$ cat src/rtl/sltu_sort_sequencer.sv
`timescale 1ns/1ps
// sltu: unsigned less-than via the borrow of an (N+1)-bit subtract; combinational.
// Latency: 0 cycles. Backpressure: none (pure function of a and b).
// Used as the single shared comparator of the sort sequencer below.
module sltu #(
    parameter int N = 32
) (
    input  logic [N-1:0] a,
    input  logic [N-1:0] b,
    output logic         out
);
    logic [N-1:0] diff_unused;

    // The borrow out of the top bit is set exactly when a < b as unsigned.
    assign {out, diff_unused} = {1'b0, a} - {1'b0, b};
endmodule

// sltu_sort_sequencer: loads DEPTH words, bubble-sorts them in place with one sltu, streams them out ascending.
// Latency: DEPTH-1 .. (DEPTH-1)^2 sort cycles after the last word is loaded, one compare per cycle.
// Backpressure: in_ready only in LOAD; out_ready low holds out_data/out_last; no block overlap.
module sltu_sort_sequencer #(
    parameter int N     = 32,
    parameter int DEPTH = 4
) (
    input  logic                           clk,
    input  logic                           rst,
    input  logic                           in_valid,
    output logic                           in_ready,
    input  logic [N-1:0]                   in_data,
    output logic                           out_valid,
    input  logic                           out_ready,
    output logic [N-1:0]                   out_data,
    output logic                           out_last,
    output logic                           busy,
    output logic [$clog2(DEPTH*DEPTH):0]   swap_count
);
    localparam int PW  = $clog2(DEPTH);
    localparam int SCW = $clog2(DEPTH*DEPTH) + 1;

    localparam logic [PW-1:0] LAST_IDX = PW'(DEPTH - 1);
    localparam logic [PW-1:0] LAST_J   = PW'(DEPTH - 2);

    localparam logic [1:0] LOAD  = 2'd0;
    localparam logic [1:0] SORT  = 2'd1;
    localparam logic [1:0] DRAIN = 2'd2;

    logic [1:0]    state;
    logic [N-1:0]  data_buf [DEPTH];
    logic [PW-1:0] wr_ptr;
    logic [PW-1:0] rd_ptr;
    logic [PW-1:0] j;
    logic [PW-1:0] j_nxt;
    logic [PW-1:0] p;
    logic          pass_swapped;
    logic          lt;
    logic          load_fire;
    logic          do_swap;
    logic          pass_end;
    logic          sort_done;

    assign j_nxt = j + PW'(1);

    sltu #(.N(N)) u_sltu (
        .a   (data_buf[j_nxt]),
        .b   (data_buf[j]),
        .out (lt)
    );

    assign in_ready  = (state == LOAD);
    assign busy      = (state == SORT);
    assign out_valid = (state == DRAIN);
    assign out_data  = data_buf[rd_ptr];
    assign out_last  = out_valid && (rd_ptr == LAST_IDX);

    assign load_fire = in_valid && in_ready;
    assign do_swap   = busy && lt;
    assign pass_end  = (j == LAST_J);
    // Stop after a clean pass, or once the (DEPTH-1)th pass has completed.
    assign sort_done = pass_end && (!(pass_swapped || lt) || (p == LAST_J));

    // Buffer contents carry no reset; control never reads them before a full load.
    always_ff @(posedge clk) begin
        if (load_fire) begin
            data_buf[wr_ptr] <= in_data;
        end else if (do_swap) begin
            data_buf[j]     <= data_buf[j_nxt];
            data_buf[j_nxt] <= data_buf[j];
        end
    end

    always_ff @(posedge clk or posedge rst) begin
        if (rst) begin
            state        <= LOAD;
            wr_ptr       <= '0;
            rd_ptr       <= '0;
            j            <= '0;
            p            <= '0;
            pass_swapped <= 1'b0;
            swap_count   <= '0;
        end else begin
            case (state)
                LOAD: begin
                    if (load_fire) begin
                        if (wr_ptr == '0) begin
                            swap_count <= '0;
                        end
                        if (wr_ptr == LAST_IDX) begin
                            wr_ptr       <= '0;
                            j            <= '0;
                            p            <= '0;
                            pass_swapped <= 1'b0;
                            state        <= SORT;
                        end else begin
                            wr_ptr <= wr_ptr + PW'(1);
                        end
                    end
                end
                SORT: begin
                    if (lt) begin
                        swap_count <= swap_count + SCW'(1);
                    end
                    if (sort_done) begin
                        state <= DRAIN;
                    end else if (pass_end) begin
                        j            <= '0;
                        p            <= p + PW'(1);
                        pass_swapped <= 1'b0;
                    end else begin
                        j            <= j_nxt;
                        pass_swapped <= pass_swapped || lt;
                    end
                end
                DRAIN: begin
                    if (out_ready) begin
                        if (rd_ptr == LAST_IDX) begin
                            rd_ptr <= '0;
                            state  <= LOAD;
                        end else begin
                            rd_ptr <= rd_ptr + PW'(1);
                        end
                    end
                end
                default: state <= LOAD;
            endcase
        end
    end
endmodule

$ cat config.mk
export PLATFORM = sky130hd
export DESIGN_NAME = sltu_sort_sequencer
export DESIGN_NICKNAME = d
export VERILOG_FILES = /design/src/rtl/sltu_sort_sequencer.sv
export SDC_FILE = /design/constraint.sdc
export NUM_CORES = 1
export LEC_CHECK = 0
export ABC_CLOCK_PERIOD_IN_PS = 18030
export CAP_MARGIN = 20
export CORE_MARGIN = 2
export CORE_UTILIZATION = 50
export CTS_CLUSTER_DIAMETER = 40
export DETAILED_ROUTE_END_ITERATION = 7
export PLACE_DENSITY = 0.7
export SYNTH_ARGS = -nofsm -noshare
export SYNTH_HDL_FRONTEND = slang
export SYNTH_HIERARCHICAL = 1
export SYNTH_SLANG_ARGS = --single-unit
$ cat constraint.sdc
create_clock -name clk -period 18.03 [get_ports clk]
set_input_delay 3.606 -clock clk [delete_from_list [all_inputs] [get_ports clk]]
set_output_delay 3.606 -clock clk [all_outputs]
set_load 0.01 [all_outputs]
# == After elaboration in Yosys (flattened, before gate mapping) ==
# Memory sizes are Yosys's and may differ from the RTL's.
# Cells that the tools add are included.
# word_totals
memories,1
output_inout_bits,41
word_cells,79
regBits,16
ram_bits,128
latch_bits,0
mem_bits_ro,0
# op_classes
magnitude_cmp,0
reduce_logical,17
multipliers,0
add_sub_neg,6
bitwise_logic,0
n_shift,0
eq_ne,15
div_mod_pow,0
n_mux,33
# memory_table
memory,depth,word_bits,read_ports,rd_ports_with_merged_regs,write_ports,line_no,rtl
data_buf,4,32,3,0,2,48,logic [N-1:0] data_buf [DEPTH];
# ops
operator,n
$sub 32x32->33,1
$mux 32,1
$reduce_or 32->1,1
$mux 2,14
$ne 2x1->1 const B,8
$mux 5,3
$eq 2x2->1 const B,5
$mux 1,10
$pmux 5 s2,1
$reduce_and 5->1,2
$add 2x1->2 const B,4
$pmux 2 s2,2
$reduce_and 4->1,2
$pmux 2 s3,1
$add 5x1->5 const B,1
$logic_and 1x1->1,4
$logic_not 2->1,2
$reduce_and 2->1,2
$eq 2x1->1 const B,1
$logic_or 1x1->1,2
$ne 2x2->1 const B,1
$pmux 1 s2,1
$reduce_bool 2->1,1
$logic_not 1->1,1

# == Longest topological paths before layout ==
# Gate-level depths: netlist (run 1).
# An unclocked memory read counts as a cell.
# depth
ltp_word,9
ltp_mapped,23

# == Hierarchy ==
# Netlist (run 1), hierarchy kept.
# by_module_without_submodules
mod,area_per_inst_um2,instances,cells_each
sltu_sort_sequencer,12376.9,1,1325
sltu,799.5,1,109

# == Least setup slack after synthesis (run 1) ==
# Ideal clock, no wire load.
# synth_path
path_type,in2reg
start,input port in_valid
end,memory data_buf[2][0] (enable)
t_required_ns,17.605
path_buffers,0
arrival_time_ns,5.692
path_stages,4
setup_slack_ns,11.913
cell_sequence,or3b_1 > a21oi_1 > a21oi_1 > o21ai_1
# synth_rtl
item,line_no,rtl
from (decl),27,"input logic in_valid,"
to (decl),48,

==> metrics.cfg, run 1 <==
[status]
outcome=completed

[critical_path]
critical_path_arrival_ns=8.43
r2r_end=data_buf[2][6]
path_max_fanout=96
cp-startpoint=j[1]
critPathLaunchType=flip-flop
reg2reg_setup_slack_ns=9.89
reg2regPathDepth=16
rr_startpoint=j[1]
crit_path_end_kind=flip-flop
critPathRequiredTime_ns=18.32
path_class=reg -> reg

[logic_synthesis]
synth.avg_cell_area_um2=9.19
ys_ff_latch=144
async_flop_share=0.111
synth_nets=1513
synth_cell_types=49
yosysWarnings=6
syn_inst=1434
ys_seq_area_frac=0.322
ys.flop_type=edfxtp_1
syn_area_um2=13200
synth-edff-count=128

[run]
max_cap_violations=0

[sta]
tns_ns=0
finalSetupViolations=0
post-route-period-util=0.451
slew_violations=0
fmax_ghz=0.123
finalCriticalPeriod_ns=8.14
max-slew-margin-rel=0.267
tightest_slew_ns=1.10
finClkSkew_ns=0.0112
rsz0062_at_grt=no
hold_viol=0

[worst_hold_path]
hold_path_end=p[1]
hold_depth=1
min_path_type=reg -> reg
min_from=p[1]

[routing]
num_vias=11200
m1WireLength_mm=15.6
drt-pass1-iter-count=8
drtIter0Drc=885
wl_per_cell_um=20.1
avgViaCountPerCell=6.35
dr_wl_met3_mm=1.80
met2WireLength_mm=17.5
wl_mm=35.5
postRouteAntennaNets=0
highest_layer=met4
drc=0

[global_routing]
grt_max_degree=105
grt_pass1_wl_mm=57.9
grtUsageTotal=0.257
grt-ovfl-total=0
antenna_found_initial=0
grt_pass1_vias=10800

[placed_design]
dp.final_hpwl_mm=21.3
place_congestion=0.796
portBuffers=76

[floorplanning]
rows=59
coreArea_um2=26000
die_area_um2=27700
die_w_um=166
start_util=0.507
die_h_um=166
io_pins=77

[layout]
antennaDiodeCount=0
layout-drive-gt1-share=0.147
area_growth_pct=9.48
fillCellCount=2298
nets=1499

[cts]
cts_setup_buffers=0
cts_made_buffers=17
cts_tree=built
clock-root-buffer=clkbuf_16
h-tree-depth=4
cts_num_sinks=144
cts_resized=0
path_clk_slew_ns=0.07
cts_hold_buf=0
clkLatencyLatePin_ns=0.43
clk_path_buf_depth=2

## Yosys cell counts, drive strengths merged, types with 2 or more instances
master   number  share of area
nand2       312          0.089
o211ai      256           0.16
nand3       136          0.052
edfxtp      128           0.29
nor2        109          0.032
mux2i        96          0.088
mux2         66          0.056
buf          63          0.039
clkbuf       61          0.017
ha           43          0.041
inv          38          0.011
mux4         32          0.055
a21oi        18         0.0068
dfrtp        16          0.030
o21ai        12         0.0046
a21o          7         0.0040
nand3b        5         0.0028
nor3          4         0.0015
a211oi        3         0.0017
and4          3         0.0020
xnor2         3         0.0020
a221oi        2         0.0013
nand4         2        0.00095
nor2b         2        0.00095
o21a          2         0.0011
o2bb2ai       2         0.0013
## worst max-delay path, cell delays in order, from the launching register on
cell	delay, ns
dfrtp_4	1.01
inv_1	0.35
ha_4	1.03
mux2_2	0.48
nor2_1	0.10
nor2_1	0.07
ha_1	0.32
a2111oi_4	0.34
nor4b_1	0.10
or4_1	0.57
a21oi_1	0.48
nand3b_1	0.55
buf_4	0.50
nor2_4	0.65
buf_4	0.95
o211ai_1	0.22
nand3_1	0.16
## worst max path at each step
stage	to	slack, ns	depth (start not counted)
6_report	data_buf[2][6]	9.89	16
5_1_grt	data_buf[0][1]	9.49	17
4_1_cts	data_buf[1][12]	9.95	16
3_5_place_dp	data_buf[2][6]	10.04	16
3_3_place_gp	data_buf[1][1]	10.24	16
2_1_floorplan	data_buf[2][0]	11.91	4
## final cells by class
type | count | area (µm²) | share of cell area
inverter | 38 | 144 | 0.00997
clock inverter | 11 | 71.3 | 0.00494
tap | 335 | 419 | 0.0291
clock buffer | 21 | 508 | 0.0352
multi-input combinational | 1128 | 8150 | 0.565
timing repair buffer | 91 | 886 | 0.0614
sequential | 144 | 4250 | 0.295
## cell families after synthesis
logic type                 after synthesis  share of synthesized area
muxes                                  194                      0.199
adders and majority gates               43                     0.0408
xor gates and xnor gates                 3                    0.00199
AOI/OAI and AO/OA                      306                      0.183
and+or+nand+nor                        582                      0.187
DFF                                    144                      0.322
buffers and inverters                  162                     0.0668
## per-stage QoR
| step | setup WS [ns] | std cells | hold slack (ns) | cell area [µm²] | utilization |
|---|---|---|---|---|---|
| 6_report | 9.89 | 1768 | 0.484 | 14400 | 0.555 |
| 5_1_grt | 9.49 | 1768 | 0.493 | 14400 | 0.555 |
| 4_1_cts | 9.95 | 1767 | 0.489 | 14400 | 0.554 |
| 3_5_place_dp | 10.04 | 1735 | 0.474 | 13800 | 0.532 |
| 3_3_place_gp | 10.24 | 1735 | 0.467 | 13800 | 0.532 |
| 2_1_floorplan | 11.91 | 1434 | 0.454 | 13200 | - |
## layer usage
metal,global-route usage,vias up
met5,0,-
met1,0.352,5434
li1,-,5339
met3,0.0296,50
met4,0.0648,0
met2,0.437,412
## state kept, by name (all words and copies together) (netlist names)
name / flops
data_buf: 128
j: 2
p: 2
pass_swapped: 1
rd_ptr: 2
state: 2
swap_count: 5
wr_ptr: 2
## layout by cell type, fill, tap and decap left out, types with 4 or more instances in the layout
master and instances:
edfxtp_1 128, a21o_1 7, mux4_2 32, dfrtp_1 12
o211ai_1 226, a21oi_1 18, clkbuf_16 20, mux2_2 66
inv_1 37, clkinv_2 5, buf_4 14, o211ai_2 30
ha_4 4, clkdlybuf4s50_1 76, nor3_1 4, o21ai_0 11
nand3b_1 5, nor2_1 107, nand2_1 310, inv_4 4
mux2i_4 16, nand3_1 136, ha_1 39, mux2i_1 80
Power of run 1 is not shown: default switching activity piles up to over one toggle a cycle in this logic, so the estimate is an artifact.
==> run 2, diff against run 1 <==
ABC_CLOCK_PERIOD_IN_PS = 7930   (was 18030)
clock period = 7.93 ns   (was 18.03 ns; I/O delays follow)
==> metrics.cfg, run 2 (synthesis results as in run 1) <==
[sta]
tightest_slew_ns=1.10  ; -0.000555 ns
max-slew-margin-rel=0.268  ; +0.000370
fmax_ghz=0.149  ; +21%
post-route-period-util=0.849  ; +0.397
finClkSkew_ns=0.0127  ; +0.00142 ns
finalSetupViolations=0  ; unchanged
hold_viol=0  ; unchanged
setup_slack_ns=1.20  ; -8.69 ns
finalCriticalPeriod_ns=6.73  ; -1.41 ns
slew_violations=0  ; unchanged
rsz0062_at_grt=no
tns_ns=0  ; unchanged

[cts]
cts_setup_buffers=0  ; unchanged
cts_tree=built
cts_num_sinks=144  ; unchanged
cts_resized=0  ; unchanged
clk_path_buf_depth=2  ; unchanged
clkLatencyLatePin_ns=0.44  ; about the same
cts_made_buffers=17  ; unchanged
h-tree-depth=4  ; unchanged
cts_hold_buf=0  ; unchanged
path_clk_slew_ns=0.06  ; about the same
clock-root-buffer=clkbuf_16

[layout]
final_cell_count_no_fill=1769  ; +0.057%
area_growth_pct=10.1
largest_reg_flops=128  ; unchanged
largestRegisters=data_buf x128, swap_count x5
final_cell_mix=310 x nand2_1, 226 x o211ai_1, 136 x nand3_1
fillCellCount=2291  ; -0.30%
register_area_um2=4250  ; unchanged
antennaDiodeCount=0  ; unchanged
multi_input_area_um2=8150  ; unchanged
layout-drive-gt1-share=0.145  ; -0.00150
top_register=data_buf
nets=1500  ; +0.067%
mostFrequentLayoutCell=nand2_1

[critical_path]
reg2reg_setup_slack_ns=1.20  ; -8.69 ns
slowest_stage=dfrtp_2
worst-path-buf-inv=4  ; +1
path_class=reg -> reg
crit_chain=clkinv_2, ha_4, buf_4, mux2_2, nor2_1, nor2_1, ha_1, a21oi_1, o21ai_0, a221oi_1, o21ai_0, a21oi_1, nand3b_1, buf_4, nor2_8, buf_12, o211ai_1, nand3_1
r2r_end=data_buf[0][13]
critPathRequiredTime_ns=8.23  ; -10.09 ns
reg2regPathDepth=18  ; +2
cp-startpoint=j[0]
critical_path_arrival_ns=7.03  ; -1.40 ns
crit_path_end_kind=flip-flop
cp-endpoint=data_buf[0][13]
path_max_fanout=54  ; -44%
critPathMaxStageDelay_ns=1.02  ; about the same
critPathTopFamily=compound AO/OA/AOI/OAI gates
critPathLaunchType=flip-flop
crit_cells=18  ; +2
rr_startpoint=j[0]

[floorplanning]
coreArea_um2=26000  ; unchanged
die_area_um2=27700  ; unchanged
rows=59  ; unchanged
die_w_um=166  ; unchanged
start_util=0.507  ; unchanged
die_h_um=166  ; unchanged
io_pins=77  ; unchanged

[global_routing]
grt_max_degree=109  ; +3.8%
antenna_found_initial=0  ; unchanged
grt-ovfl-total=0  ; unchanged
grtUsageTotal=0.248  ; -0.00934
grt_pass1_wl_mm=55.9  ; -3.4%
grt_pass1_vias=10700  ; -1.4%

[routing]
avgViaCountPerCell=6.32  ; -0.59%
m1WireLength_mm=15.3  ; -2.1%
drc=0  ; unchanged
drtIter0Drc=1017  ; +15%
wl_mm=34.7  ; -2.1%
postRouteAntennaNets=0  ; unchanged
dr_wl_met3_mm=1.99  ; +11%
wl_per_cell_um=19.6  ; -2.2%
met2WireLength_mm=16.9  ; -3.5%
highest_layer=met4
drt-pass1-iter-count=6  ; -2
num_vias=11200  ; -0.53%

[worst_hold_path]
min_path_type=reg -> reg

[placed_design]
place_congestion=0.809  ; +1.6%
portBuffers=76  ; unchanged
dp.final_hpwl_mm=21.6  ; +1.4%
dpl_worst_slack_ns=1.33  ; -8.70 ns
placedCellCount=1737  ; +0.12%

[status]
outcome=completed

[run]
max_cap_violations=0  ; unchanged

run 2: cell count changes in the layout (fill, tap and decap cells not counted), moves of 2 or more:
cell	change
clkinv_2	-3
clkbuf_1	+3
clkbuf_8	+3
inv_4	-2
buf_12	+2
clkbuf_16	+2
run 2: worst min-delay path by stage:
stage | startpoint | slack, ns | depth (start not counted) | to
2_1_floorplan | p[1] | 0.45 | 1 | p[1]
5_1_grt | p[1] | 0.54 | 1 | p[1]
4_1_cts | p[1] | 0.50 | 1 | p[1]
3_5_place_dp | p[1] | 0.48 | 1 | p[1]
6_report | p[1] | 0.49 | 1 | p[1]
3_3_place_gp | p[1] | 0.47 | 1 | p[1]
run 2: per-stage QoR:
| stage | area [µm²] | utilization | hold WS (ns) |
|---|---|---|---|
| 3_3_place_gp | 13900 | 0.534 | 0.467 |
| 5_1_grt | 14500 | 0.558 | 0.542 |
| 3_5_place_dp | 13900 | 0.534 | 0.482 |
| 4_1_cts | 14500 | 0.558 | 0.496 |
| 6_report | 14500 | 0.558 | 0.491 |
| 2_1_floorplan | 13200 | - | 0.454 |
run 2: final cells by class:
cell class                      count  share of cell area
Inverter                           38             0.00992
Timing Repair Buffer               92              0.0633
Tap cell                          335              0.0289
Clock buffer                       28              0.0416
Multi-Input combinational cell   1128               0.561
Sequential cell                   144               0.293
Clock inverter                      4             0.00181
run 2: layer usage:
layer / up-vias / global-route usage
li1: 5341 / -
met4: 0 / 0.0783
met1: 5375 / 0.334
met2: 410 / 0.418
met5: - / 0
met3: 49 / 0.0303
Power of run 2 is left out for the same reason.
